[config.mk]
export PLATFORM = sky130hd
export DESIGN_NAME = mem_arbiter
export DESIGN_NICKNAME = d
export VERILOG_FILES = /design/src/rtl/mem_arbiter.sv
export SDC_FILE = /design/constraint.sdc
export NUM_CORES = 1
export LEC_CHECK = 0
export ABC_AREA = 1
export CELL_PAD_IN_SITES_DETAIL_PLACEMENT = 0
export CELL_PAD_IN_SITES_GLOBAL_PLACEMENT = 1
export CORE_AREA = 2 2 211 213
export CTS_CLUSTER_DIAMETER = 200
export CTS_CLUSTER_SIZE = 16
export DETAILED_ROUTE_END_ITERATION = 10
export DIE_AREA = 0 0 213 215
export GPL_TIMING_DRIVEN = 0
export PLACE_DENSITY_LB_ADDON = 0.1
export SLEW_MARGIN = 0
export SYNTH_ARGS = -nofsm -noshare
export SYNTH_HDL_FRONTEND = slang
export SYNTH_SLANG_ARGS = --single-unit
[constraint.sdc]
create_clock -name clk -period 1.65 [get_ports clk]
set_input_delay 0.165 -clock clk [delete_from_list [all_inputs] [get_ports clk]]
set_output_delay 0.165 -clock clk [all_outputs]
set_load 0.005 [all_outputs]
[src/rtl/mem_arbiter.sv]
// mem_arbiter: shares the core's single memory port between the IFU and the LSU, one transaction in flight.
// Define MEM_ARB_RR_EN for round-robin tie-breaking; by default the LSU has fixed priority over the IFU.
module mem_arbiter #(
  parameter int ADDR_W = 64,
  parameter int DATA_W = 64
) (
  input  logic                clk,
  input  logic                rst,

  input  logic                ifu_req_valid,
  output logic                ifu_req_ready,
  input  logic [ADDR_W-1:0]   ifu_addr,
  output logic                ifu_rsp_valid,
  output logic [DATA_W-1:0]   ifu_rdata,

  input  logic                lsu_req_valid,
  output logic                lsu_req_ready,
  input  logic [ADDR_W-1:0]   lsu_addr,
  input  logic                lsu_wen,
  input  logic [DATA_W-1:0]   lsu_wdata,
  input  logic [DATA_W/8-1:0] lsu_wmask,
  output logic                lsu_rsp_valid,
  output logic [DATA_W-1:0]   lsu_rdata,

  output logic                mem_req_valid,
  input  logic                mem_req_ready,
  output logic [ADDR_W-1:0]   mem_addr,
  output logic                mem_wen,
  output logic [DATA_W-1:0]   mem_wdata,
  output logic [DATA_W/8-1:0] mem_wmask,
  input  logic                mem_rsp_valid,
  input  logic [DATA_W-1:0]   mem_rdata,

  output logic                err
);

  typedef enum logic [1:0] {
    IDLE = 2'd0,
    REQ  = 2'd1,
    RSP  = 2'd2
  } state_t;

  typedef enum logic {
    OWN_IFU = 1'b0,
    OWN_LSU = 1'b1
  } owner_t;

  state_t state;
  state_t state_nxt;
  owner_t owner;
  logic   grant_ifu;
  logic   grant_lsu;
  logic   accept;

`ifdef MEM_ARB_RR_EN
  owner_t last_owner;

  // On a tie the requester that did not win the previous accept goes first.
  always_comb begin
    grant_ifu = 1'b0;
    grant_lsu = 1'b0;
    if (ifu_req_valid && lsu_req_valid) begin
      grant_lsu = (last_owner == OWN_IFU);
      grant_ifu = (last_owner == OWN_LSU);
    end else begin
      grant_ifu = ifu_req_valid;
      grant_lsu = lsu_req_valid;
    end
  end

  always_ff @(posedge clk or negedge rst) begin
    if (!rst) begin
      last_owner <= OWN_IFU;
    end else if (accept) begin
      last_owner <= grant_lsu ? OWN_LSU : OWN_IFU;
    end
  end
`else
  always_comb begin
    grant_lsu = lsu_req_valid;
    grant_ifu = ifu_req_valid && !lsu_req_valid;
  end
`endif

  assign accept = ifu_req_ready | lsu_req_ready;

  always_ff @(posedge clk or negedge rst) begin
    if (!rst) begin
      state <= IDLE;
    end else begin
      state <= state_nxt;
    end
  end

  always_comb begin
    state_nxt = state;
    case (state)
      IDLE:    if (accept)        state_nxt = REQ;
      REQ:     if (mem_req_ready) state_nxt = RSP;
      RSP:     if (mem_rsp_valid) state_nxt = IDLE;
      default:                    state_nxt = IDLE;
    endcase
  end

  // Ready is gated by rst so that no handshake can complete while reset is held.
  always_comb begin
    ifu_req_ready = 1'b0;
    lsu_req_ready = 1'b0;
    mem_req_valid = 1'b0;
    case (state)
      IDLE: begin
        ifu_req_ready = rst & grant_ifu;
        lsu_req_ready = rst & grant_lsu;
      end
      REQ:     mem_req_valid = 1'b1;
      default: ;
    endcase
  end

  always_ff @(posedge clk or negedge rst) begin
    if (!rst) begin
      owner     <= OWN_IFU;
      mem_addr  <= '0;
      mem_wen   <= 1'b0;
      mem_wdata <= '0;
      mem_wmask <= '0;
    end else if (accept) begin
      if (grant_lsu) begin
        owner     <= OWN_LSU;
        mem_addr  <= lsu_addr;
        mem_wen   <= lsu_wen;
        mem_wdata <= lsu_wdata;
        mem_wmask <= lsu_wmask;
      end else begin
        owner     <= OWN_IFU;
        mem_addr  <= ifu_addr;
        mem_wen   <= 1'b0;
        mem_wdata <= '0;
        mem_wmask <= '0;
      end
    end
  end

  // Response routing: only a response seen in RSP is delivered; anything else is stray.
  always_ff @(posedge clk or negedge rst) begin
    if (!rst) begin
      ifu_rsp_valid <= 1'b0;
      lsu_rsp_valid <= 1'b0;
      ifu_rdata     <= '0;
      lsu_rdata     <= '0;
      err           <= 1'b0;
    end else begin
      ifu_rsp_valid <= 1'b0;
      lsu_rsp_valid <= 1'b0;
      if (mem_rsp_valid) begin
        if (state == RSP) begin
          if (owner == OWN_LSU) begin
            lsu_rsp_valid <= 1'b1;
            lsu_rdata     <= mem_rdata;
          end else begin
            ifu_rsp_valid <= 1'b1;
            ifu_rdata     <= mem_rdata;
          end
        end else begin
          err <= 1'b1;
        end
      end
    end
  end

endmodule

==> results of run 1 <==
==> area by class of cell <==
type | count | area, um2
Antenna cell | 2 | 5.005
Buffer | 77 | 533.0
Clock buffer | 22 | 529.3
Fill cell | 4470 | 25460
Inverter | 73 | 281.5
Multi-Input combinational cell | 877 | 3600
Sequential cell | 271 | 6783
Tap cell | 592 | 740.7
Timing Repair Buffer | 558 | 5715
==> how the worst max path moves through the flow <==
stage	startpoint	to	slack, ns	cells after the start
6_report	state[1]$_DFFE_PN0P_	ifu_req_ready	-0.04	6
5_1_grt	state[1]$_DFFE_PN0P_	ifu_req_ready	-0.14	6
4_1_cts	state[0]$_DFFE_PN0P_	ifu_req_ready	-0.11	6
3_5_place_dp	rst	ifu_req_ready	-1.05	8
3_3_place_gp	rst	mem_wdata[56]$_DFFE_PN0P_	-12.64	6
2_1_floorplan	state[0]$_DFFE_PN0P_	mem_addr[0]$_DFFE_PN0P_	0.42	6
==> worst max-delay path: stages, from the launching register on <==
cell,delay (ns)
dfrtp_1,0.42
nor2_4,0.14
buf_6,0.12
nand3_4,0.07
buf_8,0.13
clkinv_4,0.03
buf_6,0.08
==> sequential cells by signal, indices dropped and copies added (netlist names), 2 cells and up <==
register and cells:
ifu_rdata 64, lsu_rdata 64, state 2, mem_wmask 8, mem_addr 64, mem_wdata 64
==> through the flow <==
stage,setup WS (ns),area [um2],power (W),util,setup TNS (ns)
CTS,-0.1053,17970,0.02975,0.4119,-0.1843
global placement,-12.64,17260,0.02487,0.3954,-5050.87
global route,-0.1388,18180,0.03136,0.4167,-0.2013
detailed placement,-1.047,17320,0.02494,0.3967,-106.11
floorplan,0.4191,11100,0.01552,-,0
finish,-0.04116,18190,0.02922,0.4167,-0.04116
==> layout by cell type, fill, tap and decap left out, types with 2 or more instances in the layout <==
| cell | count |
|---|---|
| nand2_1 | 674 |
| clkdlybuf4s50_1 | 468 |
| dfrtp_1 | 270 |
| o21ai_1 | 95 |
| inv_1 | 71 |
| nand3_1 | 64 |
| dlymetal6s2s_1 | 41 |
| buf_2 | 37 |
| o21ai_0 | 34 |
| buf_4 | 32 |
| dlygate4sd2_1 | 28 |
| clkbuf_16 | 22 |
| buf_6 | 16 |
| clkbuf_1 | 5 |
| buf_16 | 3 |
| diode_2 | 2 |
| nor2_4 | 2 |
| nand3_4 | 2 |
| buf_8 | 2 |
| clkbuf_4 | 2 |
==> report_power, final <==
| group | internal (W) | switching (W) |
|---|---|---|
| sequential | 0.00986 | 0.00174 |
| combinational | 0.00755 | 0.00536 |
| clock | 0.00226 | 0.00245 |
| total | 0.0197 | 0.00956 |
==> per-layer routing <==
layer,track usage,vias up
li1,-,5146
met1,0.2147,4783
met2,0.3369,332
met3,0.07029,58
met4,0.04242,14
met5,0,-
==> logic make-up (layout without fill, tap and decap cells) <==
kind of cell    Yosys count  after routing
other cells               0              2
flops                   271            271
compound gates          131            131
buf+inv                 151            730
simple gates            746            746
==> repair_timing <==
item	4_1_cts	5_1_grt
cloned	1	1
endpoints found under the setup margin	165	136
endpoints found under the hold margin	90	90
setup buffers	9	4
pin swaps	1	2
gates resized for setup	60	73
==> results.md, run 1 <==
- Num Clock Sinks: 271
- Die X: 213 um
- Top cell type's share of synthesized area: 0.6110
- Finished Layout Cells: 2472
- Syn nets: 1570
- WHS: -0.4662 ns
- Simple-gate share of the synthesized area: 0.2619
- Tcrit/Tclk final: 1.025
- Post-Synth XOR/XNOR Area: 0
- Met2 wire length: 22290 um
- Sequential element share of the synthesized area: 0.6110
- Global-route usage over all layers: 0.1897
- Flop-to-flop setup slack: 0.11 ns
- Total wire length: 44730 um
- R2r worst-path depth: 8
- Worst-Margin Slew: 0.5521 ns
- IO Port Bufs: 541
- Async set or reset register ratio after synthesis: 1.000
- HP Class: in -> async
- IO Pins: 542
- CTS buffer count: 20
- Status: finished with violations
- Netlist cell types: 18
- Layout cell share with drive strength beyond 1: 0.06656
- Startpoint Class: flip-flop
- Gp weighted congestion: 0.7778
- Worst-skew pair later-pin latency: 0.54 ns
- RSZ-0062 raised after global routing: true
- Antenna violations before repair: 10
- Finish-stage setup viols: 1
- Met1 wire length: 17170 um
- Crit. End Element: primary output
- Nets: 2149
- ANT nets after route: 0
- Fraction of synthesized area in multiplexers: 0
- Flip-flop and latch count after synthesis: 271
- Post-synth EDFFs: 0
- Synth Instances: 1299
- Synth top cells by count: nand2_1, dfrtp_1, o21ai_1
- WP data required: 1.48 ns
- Clk buf depth: 3
- Die H: 215 um
- Core Region: 43640 um2
- Residual DRC: 0
- Mapped Area: 11100 um2
- Post-DP HPWL: 34030 um
- Worst EP arrival: 1.53 ns
- Initial DRC count: 617
- R2r endpoint: mem_addr[17]$_DFFE_PN0P_
- Synth Area per Inst: 8.545 um2
- Clock skew: 0.01822 ns
- Num rows: 77
- Cells after DPL: 2434
- Crit-path max FO: 2
- Highest routed layer: met5
- Clk pin slew, worst setup/hold paths: 0.09 ns
- Compound-Gate Fraction of Synth Area: 0.05952
- Number of global-route vias before repair: 10420
- Yosys warns: 0
- Violated checks: hold timing, setup timing
- Top-count cell post-synth: nand2_1
- VDD IR-drop max: 0.0007188 V
- Maximum capacitance violations: 0
- CTS H-tree depth: 1
- Adder-Cell Fraction of Synth Area: 0
- Fmax: 591.3 MHz
- Main flop type after synthesis: dfrtp_1
- Reg2reg start: state[1]$_DFFE_PN0P_
- Met3 routed WL: 4294 um
- Kind of critical path: reg -> out
- Slew headroom: 0.6319
- Post-DR wirelength/cell: 18.09 um
- Power per cell area: 1607 nW/um2
- Largest net degree at the start of global routing: 95
- Via count: 10330
- DRT Pass-1 Iters: 5
- Max Slew Vio Count: 0
- Global-route wire length before repair: 65710 um
- Area Overhead vs Synth: 63.86%
- PnR worst setup slack: -0.04116 ns
- Fin crit period: 1.691 ns
- Root buf cell: clkbuf_16
- Area leader, netlist: dfrtp_1
- Largest cells by area after synthesis: dfrtp_1, nand2_1, o21ai_1
- Initial core utilization: 0.2543
- Final hold violation count: 123
- GR Overflow Total: 0
- Lkg Pwr: 9.453 nW
- Largest family of logic cells by synthesized area: simple AND/OR/NAND/NOR gates
- Vias/cell: 4.180
- Die area: 45800 um2
- CTS tree: yes
Power figures use the tool's default switching activity.
==> inputs of run 2 (changes only) <==
--- a/config.mk
+++ b/config.mk
@@ -8,13 +8,13 @@
 export ABC_AREA = 1
 export CELL_PAD_IN_SITES_DETAIL_PLACEMENT = 0
 export CELL_PAD_IN_SITES_GLOBAL_PLACEMENT = 1
-export CORE_AREA = 2 2 211 213
+export CORE_AREA = 5 5 208 210
 export CTS_CLUSTER_DIAMETER = 200
 export CTS_CLUSTER_SIZE = 16
 export DETAILED_ROUTE_END_ITERATION = 10
 export DIE_AREA = 0 0 213 215
 export GPL_TIMING_DRIVEN = 0
-export PLACE_DENSITY_LB_ADDON = 0.1
+export PLACE_DENSITY = 0.77
 export SLEW_MARGIN = 0
 export SYNTH_ARGS = -nofsm -noshare
 export SYNTH_HDL_FRONTEND = slang
==> run 2 against run 1 <==
Effect of this change: combinational power grew 9%; utilization grew 3.5 points; the run still ends with hold timing, setup timing left; worst hold slack gained 0.011 ns; global-route usage grew 0.26 points; first-iteration DRC count grew 5.3%.
==> results.md, run 2 (same netlist as run 1, synthesis figures left out) <==
- Status: finished with violations
- Violated checks: hold timing, setup timing
- Layout cell share with drive strength beyond 1: 0.1159
- Commonest non-fill, non-tap cells in the layout: nand2_1, clkdlybuf4s50_1, dfrtp_1, o21ai_1, inv_1
- Global-route usage over all layers: 0.1923
- CTS tree: yes
- Core Region: 41380 um2
- Crit. End Element: primary output
- Number of global-route vias before repair: 11280
- Reg2reg start: state[1]$_DFFE_PN0P_
- Die H: 215 um
- Worst-skew pair later-pin latency: 0.50 ns
- DRT Pass-1 Iters: 4
- WP data required: 1.48 ns
- Root buf cell: clkbuf_16
- Cells after DPL: 2381
- Antenna violations before repair: 13
- RSZ-0062 raised after global routing: true
- Kind of critical path: reg -> out
- Nets: 2161
- CP startpoint: state[1]$_DFFE_PN0P_
- CTS buffer count: 20
- Crit-path max FO: 2
- Via count: 10780
- Vias/cell: 4.436
- Worst path buffer plus inverter count: 4
- Post-Place Worst Slack: -0.9973 ns
- Slowest CP cell: dfrtp_1
- Die X: 213 um
- Finish-stage setup viols: 61
- Worst EP arrival: 1.60 ns
- Clk pin slew, worst setup/hold paths: 0.07 ns
- Cell-internal power: 0.02042 W
- Finished Layout Cells: 2431
- Maximum capacitance violations: 0
- CP top delay family: buffers and inverters
- Residual DRC: 0
- WHS: -0.4552 ns
- Slew headroom: 0.6280
- Register share of total power: 0.390
- Fmax: 565.0 MHz
- VDD IR-drop max: 0.0005981 V
- Clk buf depth: 3
- Largest net degree at the start of global routing: 98
- Startpoint Class: flip-flop
- Clock share of power: 0.150
- Initial core utilization: 0.2682
- Reg area: 6783 um2
- Crit-path cells: nor2_4 -> buf_6 -> nand3_4 -> clkbuf_16 -> clkinv_4 -> buf_6
- Lkg Pwr: 9.373 nW
- CTS H-tree depth: 1
- Most used cell, CP: buf_6
- Filler Cells Inserted: 4210
- Worst-Margin Slew: 0.5580 ns
- ANT nets after route: 0
- HP Class: in -> async
- Initial DRC count: 650
- Gp weighted congestion: 0.8657
- Power per cell area: 1630 nW/um2
- Combinational share of power: 0.460
- GR Overflow Total: 0
- Global-route wire length before repair: 68760 um
- CP max stage delay: 0.41 ns
- PnR worst setup slack: -0.1198 ns
- Num Clock Sinks: 271
- Num rows: 75
- Post-DR wirelength/cell: 18.83 um
- Die area: 45800 um2
- IO Port Bufs: 541
- Max Slew Vio Count: 0
- Multi-input gate area: 3887 um2
- Sw Pwr: 0.01004 W
- Switching share of total power: 0.3296
- Final hold violation count: 124
- Total wire length: 45770 um
- Area Overhead vs Synth: 68.41%
- Clock skew: 0.01066 ns
- Most common cell after layout, fill and taps aside: nand2_1
- Post-DP HPWL: 35440 um
- Fin crit period: 1.770 ns
- Tcrit/Tclk final: 1.073
- IO Pins: 542
## run 2: cell count changes in the layout (fill, tap and decap cells not counted), sizes merged
cell / previous run / this run
clkdlybuf4s50: 468 / 503
dlygate4sd2: 28 / 16
dlymetal6s2s: 41 / 18
clkdlybuf4s15: 0 / 1
buf: 90 / 101
## run 2: through the flow
stage / util / TNS, ns / power [W] / cell area [um2]
detailed placement: 0.4168 / -91.86 / 0.02508 / 17250
finish: 0.4517 / -3.272 / 0.03047 / 18690
global placement: 0.4154 / -4701.78 / 0.02490 / 17190
global route: 0.4517 / -9.969 / 0.03251 / 18690
CTS: 0.4461 / -3.281 / 0.03073 / 18460
floorplan: - / 0 / 0.01552 / 11100
## run 2: metal layers
layer | wire length (um) | share of wire | global-route usage
met3 | 4244 | 0.093 | 0.05775
met1 | 17180 | 0.38 | 0.2245
met2 | 23120 | 0.51 | 0.3443
met5 | 129 | 0.0028 | 0
met4 | 1091 | 0.024 | 0.04694
## run 2: repair_timing
item                                    4_1_cts  5_1_grt
endpoints found under the setup margin      150      175
buffers inserted                             19        2
gates resized for setup                     152       81
pin swaps                                    11        9
endpoints found under the hold margin        72       72
gates cloned                                  9        0
## run 2: worst paths after layout
kind,to,slack [ns],depth (start not counted)
setup / recovery,ifu_req_ready,-0.12,6
hold / removal,mem_addr[6]$_DFFE_PN0P_,-0.46,1
setup reg to reg,mem_wdata[26]$_DFFE_PN0P_,-0.09,10
hold reg to reg,err$_DFFE_PN0P_,0.48,1
max in group asynchronous,lsu_rdata[32]$_DFFE_PN0P_,1.16,2
min in group clk,mem_wdata[46]$_DFFE_PN0P_,0.19,3
## run 2: area by class of cell
type | count | share of cell area
clock buffer | 22 | 0.02831
sequential | 271 | 0.3629
antenna | 2 | 0.0002677
tap | 539 | 0.03608
multi-input combinational | 877 | 0.2080
inverter | 73 | 0.01506
timing repair buffer | 569 | 0.3145
buffer | 78 | 0.03494
## run 2: power by group through the flow
stage | clock (W) | combinational (W) | sequential, W
2_1_floorplan | 0 | 0.00363 | 0.0119
3_3_place_gp | 0 | 0.0132 | 0.0117
3_5_place_dp | 0 | 0.0133 | 0.0118
4_1_cts | 0.00476 | 0.0142 | 0.0118
5_1_grt | 0.00496 | 0.0152 | 0.0123
6_report | 0.00456 | 0.0140 | 0.0119
==> inputs of run 3 (changes only) <==
--- a/config.mk
+++ b/config.mk
@@ -14,7 +14,7 @@
 export DETAILED_ROUTE_END_ITERATION = 10
 export DIE_AREA = 0 0 213 215
 export GPL_TIMING_DRIVEN = 0
-export PLACE_DENSITY = 0.77
+export PLACE_DENSITY_LB_ADDON = 0.08
 export SLEW_MARGIN = 0
 export SYNTH_ARGS = -nofsm -noshare
 export SYNTH_HDL_FRONTEND = slang
==> run 3 against run 2 <==
Effect of this change: the flow still finishes with violations (hold timing, setup timing); clock skew is 0.0017 ns higher; global-route usage grew 0.27 points; utilization down 1.7 points; first-iteration DRC count decreased by 28%; wire length increased by 0.47%; critical path type unchanged; largest power group unchanged; highest routed layer unchanged.
==> results.md, run 3 (same netlist as run 1, synthesis figures left out) <==
- Post-DP HPWL: 35690 um
- Power per cell area: 1626 nW/um2
- Num rows: 75
- Maximum capacitance violations: 0
- Clock skew: 0.01233 ns
- Post-Place Worst Slack: -1.027 ns
- Layout cell share with drive strength beyond 1: 0.06253
- R2r endpoint: mem_addr[20]$_DFFE_PN0P_
- VDD IR-drop max: 0.0007215 V
- Die area: 45800 um2
- Via count: 10400
- Fin crit period: 1.670 ns
- Fmax: 598.8 MHz
- Initial DRC count: 467
- Nets: 2142
- Worst EP arrival: 1.51 ns
- Crit. End Element: primary output
- Num Clock Sinks: 271
- Setup Total Neg Slack: -0.03596 ns
- Largest net degree at the start of global routing: 112
- Max Slew Vio Count: 0
- Total power: 0.02923 W
- RSZ-0062 raised after global routing: true
- R2r worst-path depth: 8
- Initial core utilization: 0.2682
- Crit-path max FO: 3
- Antenna violations before repair: 13
- Clk buf depth: 3
- Violated checks: hold timing, setup timing
- Clk pin slew, worst setup/hold paths: 0.08 ns
- Area Overhead vs Synth: 62.01%
- Core Region: 41380 um2
- PnR worst setup slack: -0.02005 ns
- Kind of critical path: reg -> out
- Grt met3 use: 0.06679
- Die X: 213 um
- Met1 usage: 0.2332
- ANT nets after route: 0
- CP max stage delay: 0.42 ns
- Number of global-route vias before repair: 11090
- Startpoint Class: flip-flop
- DRT Pass-1 Iters: 4
- Filler Cells Inserted: 4241
- GR Overflow Total: 0
- Slew headroom: 0.5725
- CTS buffer count: 20
- Root buf cell: clkbuf_16
- HP Class: in -> async
- Slowest CP cell: dfrtp_1
- Final core utilization: 0.4345
- Tcrit/Tclk final: 1.012
- Gr busiest metal: met2
- WP data required: 1.48 ns
- Crit-path cells: nor2_4 -> buf_4 -> nand3_4 -> inv_4 -> buf_6
- WHS: -0.4664 ns
- Lkg Pwr: 8.999 nW
- Total wire length: 45980 um
- Post-DR wirelength/cell: 19.05 um
- Global-route wire length before repair: 68900 um
- Gp weighted congestion: 0.7888
- Worst-skew pair later-pin latency: 0.51 ns
- Global-route usage over all layers: 0.1950
- Final hold violation count: 109
- IO Pins: 542
- Reg2reg start: state[1]$_DFFE_PN0P_
- Commonest non-fill, non-tap cells in the layout: nand2_1, clkdlybuf4s50_1, dfrtp_1, o21ai_1, inv_1
- Die H: 215 um
- CTS H-tree depth: 1
- IO Port Bufs: 541
- Met2 global-route usage: 0.3367
- Flop-to-flop setup slack: 0.08 ns
- Most common cell after layout, fill and taps aside: nand2_1
- Finish-stage setup viols: 2
- Residual DRC: 0
- Vias/cell: 4.309
- Worst-Margin Slew: 0.6412 ns
- CTS tree: yes
- Status: finished with violations
[run 3: worst max-delay path by stage]
stage,start,to,slack (ns)
2_1_floorplan,state[0]$_DFFE_PN0P_,mem_addr[0]$_DFFE_PN0P_,0.42
3_3_place_gp,rst,mem_wdata[41]$_DFFE_PN0P_,-12.39
3_5_place_dp,rst,ifu_req_ready,-1.03
4_1_cts,state[0]$_DFFE_PN0P_,ifu_req_ready,-0.09
5_1_grt,state[1]$_DFFE_PN0P_,lsu_req_ready,-0.12
6_report,state[1]$_DFFE_PN0P_,lsu_req_ready,-0.02
[run 3: repair_timing]
item                                   in CTS  in global routing
cloned                                      1                  0
pin swaps                                   2                  3
resized for setup                          52                 34
setup endpoints to repair                  82                137
setup buffers                               6                  2
endpoints found under the hold margin     109                109
[run 3: power by group]
part           switching [W]  internal (W)  leakage (nW)
registers            0.00181       0.00986          3.43
logic                0.00539       0.00758          5.31
clock network        0.00233       0.00226         0.260
total                0.00953        0.0197          9.00
[run 3: worst max-delay path: cells and delay by family (launching register included)]
kind,cells,cell delay [ns]
buffers and inverters,3,0.34
and+or+nand+nor,2,0.24
DFF,1,0.42
[run 3: final cells by class]
class	count	area [um2]	share of cell area
Antenna cell	4	10.01	0.0005566
Buffer	76	524.3	0.02915
Clock buffer	22	529.3	0.02943
Inverter	73	281.5	0.01566
Multi-Input combinational cell	877	3607	0.2006
Sequential cell	271	6783	0.3772
Tap cell	539	674.4	0.03750
Timing Repair Buffer	552	5573	0.3099
[run 3: through the flow]
step	instances	area, um2
after floorplan	1299	11100
after global placement	2379	17190
after detailed placement	2381	17250
after CTS	2410	17900
after global routing	2414	17980
final	2414	17980
[run 3: metal layers]
layer	part of all wire	vias up	wire, um
met2	0.49	340	22690
met4	0.022	18	992
met1	0.39	4853	18020
met3	0.091	64	4172
li1	-	5128	-
met5	0.0023	-	108
